### config.mk
export PLATFORM = sky130hd
export DESIGN_NAME = sd_cmd_engine
export DESIGN_NICKNAME = d
export VERILOG_FILES = /design/src/rtl/sd_cmd_engine.sv
export SDC_FILE = /design/constraint.sdc
export NUM_CORES = 1
export LEC_CHECK = 0
export ABC_CLOCK_PERIOD_IN_PS = 2400
export CAP_MARGIN = 20
export CORE_MARGIN = 3
export CORE_UTILIZATION = 64
export CTS_CLUSTER_SIZE = 40
export DETAILED_ROUTE_END_ITERATION = 8
export DONT_BUFFER_PORTS = 1
export PLACE_DENSITY = 0.8
export SYNTH_ARGS = -nofsm -noshare
export SYNTH_HDL_FRONTEND = slang
export SYNTH_SLANG_ARGS = --single-unit
### constraint.sdc
create_clock -name clk -period 2.4 [get_ports clk]
set_clock_uncertainty 0.2 [all_clocks]
set_input_delay 0.36 -clock clk [delete_from_list [all_inputs] [get_ports clk]]
set_output_delay 0.36 -clock clk [all_outputs]
set_load 0.1 [all_outputs]
### src/rtl/sd_cmd_engine.sv
// sd_cmd_engine
//   SPI-mode SD command engine. Accepts one command (index, argument,
//   response length) over a valid/ready handshake, builds the 6-byte frame
//   (optionally with an internally generated CRC7), has the byte-oriented
//   SPI master send it, polls single bytes until an R1 token (bit7 = 0)
//   arrives or MAX_POLL polls have been spent, then reads 0-4 trailing
//   response bytes (R3/R7).
//
// Ports
//   clk, rst_n            clock, asynchronous active-low reset
//   cmd_valid/cmd_ready   command handshake (ready only while idle)
//   cmd_index/arg/crc     command fields; cmd_crc used only when GEN_CRC = 0
//   resp_len              trailing bytes after R1 (5-7 behave as 4)
//   keep_cs               leave spi_ss low once the command completes
//   resp_valid            one-cycle completion pulse
//   resp_r1/data/timeout  response; held until the next accepted command
//   spi_size/op/start/ss  registered controls towards the SPI master
//   spi_data_in           frame byte at spi_address (combinational)
//   spi_address/data_out/rx_valid/done   feedback from the SPI master
module sd_cmd_engine #(
  parameter int MEMORY_SIZE_IN_BYTES = 64,
  parameter int MAX_POLL             = 8,
  parameter int GEN_CRC              = 1,
  localparam int AW                  = $clog2(MEMORY_SIZE_IN_BYTES)
) (
  input  logic          clk,
  input  logic          rst_n,
  input  logic          cmd_valid,
  output logic          cmd_ready,
  input  logic [5:0]    cmd_index,
  input  logic [31:0]   cmd_arg,
  input  logic [6:0]    cmd_crc,
  input  logic [2:0]    resp_len,
  input  logic          keep_cs,
  output logic          resp_valid,
  output logic [7:0]    resp_r1,
  output logic [31:0]   resp_data,
  output logic          resp_timeout,
  output logic [AW-1:0] spi_size,
  output logic          spi_op,
  output logic [7:0]    spi_data_in,
  input  logic [2:0]    spi_address,
  input  logic [7:0]    spi_data_out,
  input  logic          spi_rx_valid,
  output logic          spi_start,
  output logic          spi_ss,
  input  logic          spi_done
);

  localparam int PW = $clog2(MAX_POLL + 1);

  typedef enum logic [2:0] {
    S_IDLE      = 3'd0,
    S_LOAD_TX   = 3'd1,
    S_START     = 3'd2,
    S_WAIT      = 3'd3,
    S_LOAD_POLL = 3'd4,
    S_LOAD_DATA = 3'd5,
    S_FINISH    = 3'd6
  } state_t;

  // Which transfer the shared START/WAIT pair is currently serving.
  typedef enum logic [1:0] {
    PH_TX   = 2'd0,
    PH_POLL = 2'd1,
    PH_DATA = 2'd2
  } phase_t;

  // CRC7 (x^7 + x^3 + 1, init 0) over the first five frame bytes, MSB first.
  function automatic logic [6:0] crc7_calc(input logic [39:0] msg);
    logic [6:0] crc;
    logic       fb;
    crc = 7'h00;
    for (int i = 39; i >= 0; i--) begin
      fb  = msg[i] ^ crc[6];
      crc = {crc[5:0], 1'b0} ^ (fb ? 7'h09 : 7'h00);
    end
    return crc;
  endfunction

  state_t         state_q, state_d;
  state_t         ret_q, ret_d;
  phase_t         phase_q, phase_d;
  logic [5:0]     idx_q, idx_d;
  logic [31:0]    arg_q, arg_d;
  logic [6:0]     crc_q, crc_d;
  logic [2:0]     len_q, len_d;
  logic           keep_q, keep_d;
  logic [PW-1:0]  poll_cnt_q, poll_cnt_d;
  logic [7:0]     poll_byte_q, poll_byte_d;
  logic           cmd_ready_q, cmd_ready_d;
  logic           resp_valid_q, resp_valid_d;
  logic [7:0]     resp_r1_q, resp_r1_d;
  logic [31:0]    resp_data_q, resp_data_d;
  logic           resp_timeout_q, resp_timeout_d;
  logic [AW-1:0]  spi_size_q, spi_size_d;
  logic           spi_op_q, spi_op_d;
  logic           spi_start_q, spi_start_d;
  logic           spi_ss_q, spi_ss_d;
  logic [7:0]     poll_byte_now;

  // A byte arriving together with spi_done must take part in the decision.
  assign poll_byte_now = spi_rx_valid ? spi_data_out : poll_byte_q;

  assign cmd_ready    = cmd_ready_q;
  assign resp_valid   = resp_valid_q;
  assign resp_r1      = resp_r1_q;
  assign resp_data    = resp_data_q;
  assign resp_timeout = resp_timeout_q;
  assign spi_size     = spi_size_q;
  assign spi_op       = spi_op_q;
  assign spi_start    = spi_start_q;
  assign spi_ss       = spi_ss_q;

  // Frame byte selection for the SPI master; out-of-frame addresses read as idle 0xFF.
  always_comb begin
    case (spi_address)
      3'd0:    spi_data_in = {2'b01, idx_q};
      3'd1:    spi_data_in = arg_q[31:24];
      3'd2:    spi_data_in = arg_q[23:16];
      3'd3:    spi_data_in = arg_q[15:8];
      3'd4:    spi_data_in = arg_q[7:0];
      3'd5:    spi_data_in = {crc_q, 1'b1};
      default: spi_data_in = 8'hFF;
    endcase
  end

  // Next-state and next-output logic for the command sequencer.
  always_comb begin
    state_d        = state_q;
    ret_d          = ret_q;
    phase_d        = phase_q;
    idx_d          = idx_q;
    arg_d          = arg_q;
    crc_d          = crc_q;
    len_d          = len_q;
    keep_d         = keep_q;
    poll_cnt_d     = poll_cnt_q;
    poll_byte_d    = poll_byte_q;
    resp_valid_d   = 1'b0;
    resp_r1_d      = resp_r1_q;
    resp_data_d    = resp_data_q;
    resp_timeout_d = resp_timeout_q;
    spi_size_d     = spi_size_q;
    spi_op_d       = spi_op_q;
    spi_start_d    = 1'b0;
    spi_ss_d       = spi_ss_q;

    case (state_q)
      S_IDLE: begin
        if (cmd_valid) begin
          idx_d          = cmd_index;
          arg_d          = cmd_arg;
          crc_d          = (GEN_CRC != 0) ? crc7_calc({2'b01, cmd_index, cmd_arg}) : cmd_crc;
          len_d          = (resp_len > 3'd4) ? 3'd4 : resp_len;
          keep_d         = keep_cs;
          resp_data_d    = 32'h0000_0000;
          resp_timeout_d = 1'b0;
          poll_cnt_d     = '0;
          state_d        = S_LOAD_TX;
        end else begin
          state_d = S_IDLE;
        end
      end

      S_LOAD_TX: begin
        spi_size_d = AW'(5);
        spi_op_d   = 1'b1;
        spi_ss_d   = 1'b0;
        phase_d    = PH_TX;
        ret_d      = S_LOAD_POLL;
        state_d    = S_START;
      end

      S_START: begin
        spi_start_d = 1'b1;
        state_d     = S_WAIT;
      end

      S_WAIT: begin
        if (spi_rx_valid) begin
          case (phase_q)
            PH_POLL: poll_byte_d = spi_data_out;
            PH_DATA: resp_data_d = {resp_data_q[23:0], spi_data_out};
            default: poll_byte_d = poll_byte_q;
          endcase
        end else begin
          poll_byte_d = poll_byte_q;
        end

        if (spi_done) begin
          if (phase_q == PH_POLL) begin
            // Poll transfers decide the follow-up from the received byte.
            if (!poll_byte_now[7]) begin
              resp_r1_d = poll_byte_now;
              state_d   = (len_q == 3'd0) ? S_FINISH : S_LOAD_DATA;
            end else if (poll_cnt_q == PW'(MAX_POLL)) begin
              resp_r1_d      = 8'hFF;
              resp_timeout_d = 1'b1;
              state_d        = S_FINISH;
            end else begin
              state_d = S_LOAD_POLL;
            end
          end else begin
            state_d = ret_q;
          end

          // Completion is flagged on entry to FINISH so it is visible right after spi_done.
          if (state_d == S_FINISH) begin
            resp_valid_d = 1'b1;
            spi_ss_d     = keep_q ? 1'b0 : 1'b1;
          end else begin
            spi_ss_d = spi_ss_q;
          end
        end else begin
          state_d = S_WAIT;
        end
      end

      S_LOAD_POLL: begin
        spi_size_d  = '0;
        spi_op_d    = 1'b0;
        phase_d     = PH_POLL;
        ret_d       = S_LOAD_POLL;
        poll_byte_d = 8'hFF;
        if (poll_cnt_q != PW'(MAX_POLL)) begin
          poll_cnt_d = poll_cnt_q + PW'(1);
        end else begin
          poll_cnt_d = poll_cnt_q;
        end
        state_d = S_START;
      end

      S_LOAD_DATA: begin
        spi_size_d = AW'(len_q - 3'd1);
        spi_op_d   = 1'b0;
        phase_d    = PH_DATA;
        ret_d      = S_FINISH;
        state_d    = S_START;
      end

      S_FINISH: begin
        state_d = S_IDLE;
      end

      default: begin
        state_d = S_IDLE;
      end
    endcase

    // Registered ready: high exactly while the sequencer sits in IDLE.
    cmd_ready_d = (state_d == S_IDLE);
  end

  // State and output registers.
  always_ff @(posedge clk or negedge rst_n) begin
    if (!rst_n) begin
      state_q        <= S_IDLE;
      ret_q          <= S_IDLE;
      phase_q        <= PH_TX;
      idx_q          <= 6'd0;
      arg_q          <= 32'h0000_0000;
      crc_q          <= 7'h00;
      len_q          <= 3'd0;
      keep_q         <= 1'b0;
      poll_cnt_q     <= '0;
      poll_byte_q    <= 8'hFF;
      cmd_ready_q    <= 1'b1;
      resp_valid_q   <= 1'b0;
      resp_r1_q      <= 8'hFF;
      resp_data_q    <= 32'h0000_0000;
      resp_timeout_q <= 1'b0;
      spi_size_q     <= '0;
      spi_op_q       <= 1'b0;
      spi_start_q    <= 1'b0;
      spi_ss_q       <= 1'b1;
    end else begin
      state_q        <= state_d;
      ret_q          <= ret_d;
      phase_q        <= phase_d;
      idx_q          <= idx_d;
      arg_q          <= arg_d;
      crc_q          <= crc_d;
      len_q          <= len_d;
      keep_q         <= keep_d;
      poll_cnt_q     <= poll_cnt_d;
      poll_byte_q    <= poll_byte_d;
      cmd_ready_q    <= cmd_ready_d;
      resp_valid_q   <= resp_valid_d;
      resp_r1_q      <= resp_r1_d;
      resp_data_q    <= resp_data_d;
      resp_timeout_q <= resp_timeout_d;
      spi_size_q     <= spi_size_d;
      spi_op_q       <= spi_op_d;
      spi_start_q    <= spi_start_d;
      spi_ss_q       <= spi_ss_d;
    end
  end

endmodule
==> results_dict.tcl <==
set metrics [dict create \
    worst_pin_slew_ns 0.705 \
    final_cell_area_um2 7970 \
    route.detailed.wl_per_inst_um 23.0 \
    viasPerCell 6.28 \
    cp.required_ns 1.84 \
    grt_pass1_wl_mm 29.8 \
    cts_sinks 117 \
    routabilityCongestion 0.876 \
    routed_wl_mm 19.6 \
    detailed_place_hpwl_mm 10.4 \
    ys.flop_type "dfrtp_1" \
    grt_usage_pct 38.5 \
    synthArstFlopShare_pct 100 \
    synth_area_leader_cell "dfrtp_1" \
    die-area_um2 10500 \
    power.leakage_nw 3.83 \
    cellPowerDensity_nw_per_um2 1580 \
    fin_nets 798 \
    final_cell_mix "nand2_1, dfrtp_1, buf_4" \
    relSlewSlack_pct 52.8 \
    setup_viol 4 \
    via_count 5334 \
    final_common_cell "nand2_1" \
    path_cells "mux2_4, a221oi_2, a21oi_1, a311o_2, buf_12" \
    drive_gt1_share_pct 22.9 \
    clock_path_buffers 2 \
    synth_cell_types 44 \
    syn_to_final_growth_pct 34.2 \
    cp_slowest_stage_delay_ns 0.40 \
    cap_violations 0 \
    slew_viol_final 0 \
    vdd_drop_max_v 0.00105 \
    clk_pin_slew_ns 0.06 \
    worstPathArrival_ns 2.16 \
    antenna_found_initial 0 \
    dp_slack_ns -0.140 \
    worstRegToRegCells 6 \
    r2r_start "state_q[1]" \
    r2r_end "resp_data[19]" \
    r2r_setup_slack_ns 0.09 \
    path_max_fanout 2 \
    synth_top_cell_area_share_pct 41.7 \
    path_class "register to output port" \
    drt-initial-drc-count 446 \
    hold_class "primary input to async pin" \
    whs_ns -0.680 \
    grt_max_degree 118 \
    start_util_pct 67.1 \
    setup-tns-final_ns -0.813 \
    num_rows 34 \
    syn-num-nets 684 \
    avgSynthCellArea_um2 9.66 \
    num_antenna_cells 0 \
    grt_pass1_vias 5580 \
    die_w_um 102 \
    rsz0062_at_grt "true" \
    synth_edf_count 0 \
    grt_overflow 0 \
    syn_inst 615 \
    first_pass_iters 5 \
    slowest_stage "dfrtp_1" \
    violations "hold timing, setup timing" \
    ctsHoldBuffers 53 \
    mappedNetlistArea_um2 5940 \
    cts_buffers 17 \
    yosysWarnings 0 \
    timing.final.crit_share_pct 113 \
    hold_viol_final 117 \
    ant_nets 0 \
    portBuffers 0 \
    post-route-util_pct 90.0 \
    core-area_um2 8850 \
    fmax_ghz 0.368 \
    status "finished, violations left" \
    placed_area_um2 6750 \
    insertion_delay_ns 0.53 \
    startpoint_type "register" \
    finalWorstSetupSlack_ns -0.318 \
    htreeDepth 4 \
    die_h_um 102 \
    cts_tree "yes" \
    cts_root_buf "clkbuf_8" \
    period_minus_slack_ns 2.72 \
    synth_seq_cells 117 \
    synth_area_leaders "dfrtp_1, nand2_1, dfstp_2" \
    drc_errors 0 \
    power_mw 12.6 \
    ios 125 \
    end_kind "output port" \
    yosysSeqAreaShare_pct 49.7 \
]
repair_timing:
item / in CTS / in global routing
buffers inserted: 2 / 0
endpoints found under the hold margin: 187 / 117
cloned: 0 / 0
gates resized for setup: 7 / 6
setup endpoints to repair: 5 / 13
pin swaps: 1 / 2
flip-flops by register name (all words and copies together), names as in the netlist:
| name | count |
|---|---|
| crc_q | 7 |
| len_q | 3 |
| idx_q | 6 |
| resp_r1 | 8 |
| spi_size | 4 |
| spi_op | 1 |
| poll_byte_q | 8 |
| keep_q | 1 |
| spi_ss | 1 |
| ret_q | 1 |
| resp_data | 32 |
| spi_start | 1 |
| arg_q | 32 |
| phase_q | 2 |
| resp_valid | 1 |
| resp_timeout | 1 |
| state_q | 3 |
| poll_cnt_q | 4 |
| cmd_ready | 1 |
per-layer routing:
metal	vias to the layer above	track usage [%]	part of all wire, %
li1	2271	-	-
met1	2604	44.3	34
met2	358	65.1	51
met3	101	10.2	9.3
met4	0	21.9	5.7
met5	-	0	0
cell families (layout without fill, tap and decap cells):
kind of cell	count (synthesis)	after routing	synth area share, %
compound gates	103	103	10.0
xor+xnor	60	60	14.4
fa+ha+maj	4	4	0.843
buf+inv	43	170	2.84
flops	117	117	49.7
mux	24	24	4.47
simple gates	264	264	17.7
synthesized netlist by cell type, drive strengths merged (6+ instances only):
cell      n
xnor3    21
mux2i    16
o21ai    51
inv       8
nand2   196
xnor2    29
xor2      8
dfstp    18
clkbuf   31
nor2     42
dfrtp    99
nor2b     6
a21oi    27
mux2      7
stage by stage:
step                      hold slack (ns)  cells
after global routing               -0.687    850
after detailed placement           -0.133    763
after CTS                          -0.682    850
final                              -0.680    850
after floorplan                    -0.136    615
after global placement             -0.133    763
cell type report:
type	instances	area, um^2
Multi-Input combinational cell	455	3060
Sequential cell	117	2950
Timing Repair Buffer	129	1180
Fill cell	346	881
Clock buffer	25	561
Tap cell	108	135
Clock inverter	7	51.3
Inverter	9	33.8
critical path, delay by kind of cell (launching register included):
family / cells / cell delay, ns
AO/OA/AOI/OAI: 3 / 0.73
flip-flops: 1 / 0.40
multiplexers: 1 / 0.31
buffers and inverters: 1 / 0.18
power by group:
group          switching (mW)  internal (mW)
Sequential               1.11           2.85
Combinational            3.82           2.20
Clock                    1.00           1.61
worst max-delay path by stage:
stage | from | endpoint | slack (ns) | cells after the start
finish | idx_q[1] | spi_data_in[1] | -0.32 | 5
global route | idx_q[1] | spi_data_in[1] | -0.33 | 5
CTS | idx_q[1] | spi_data_in[1] | -0.24 | 5
detailed placement | cmd_arg[29] | crc_q[6] | -0.14 | 6
global placement | cmd_index[1] | crc_q[6] | -0.08 | 6
floorplan | cmd_arg[29] | crc_q[4] | -0.02 | 6
Note: power is estimated with default switching activity, not from simulation.
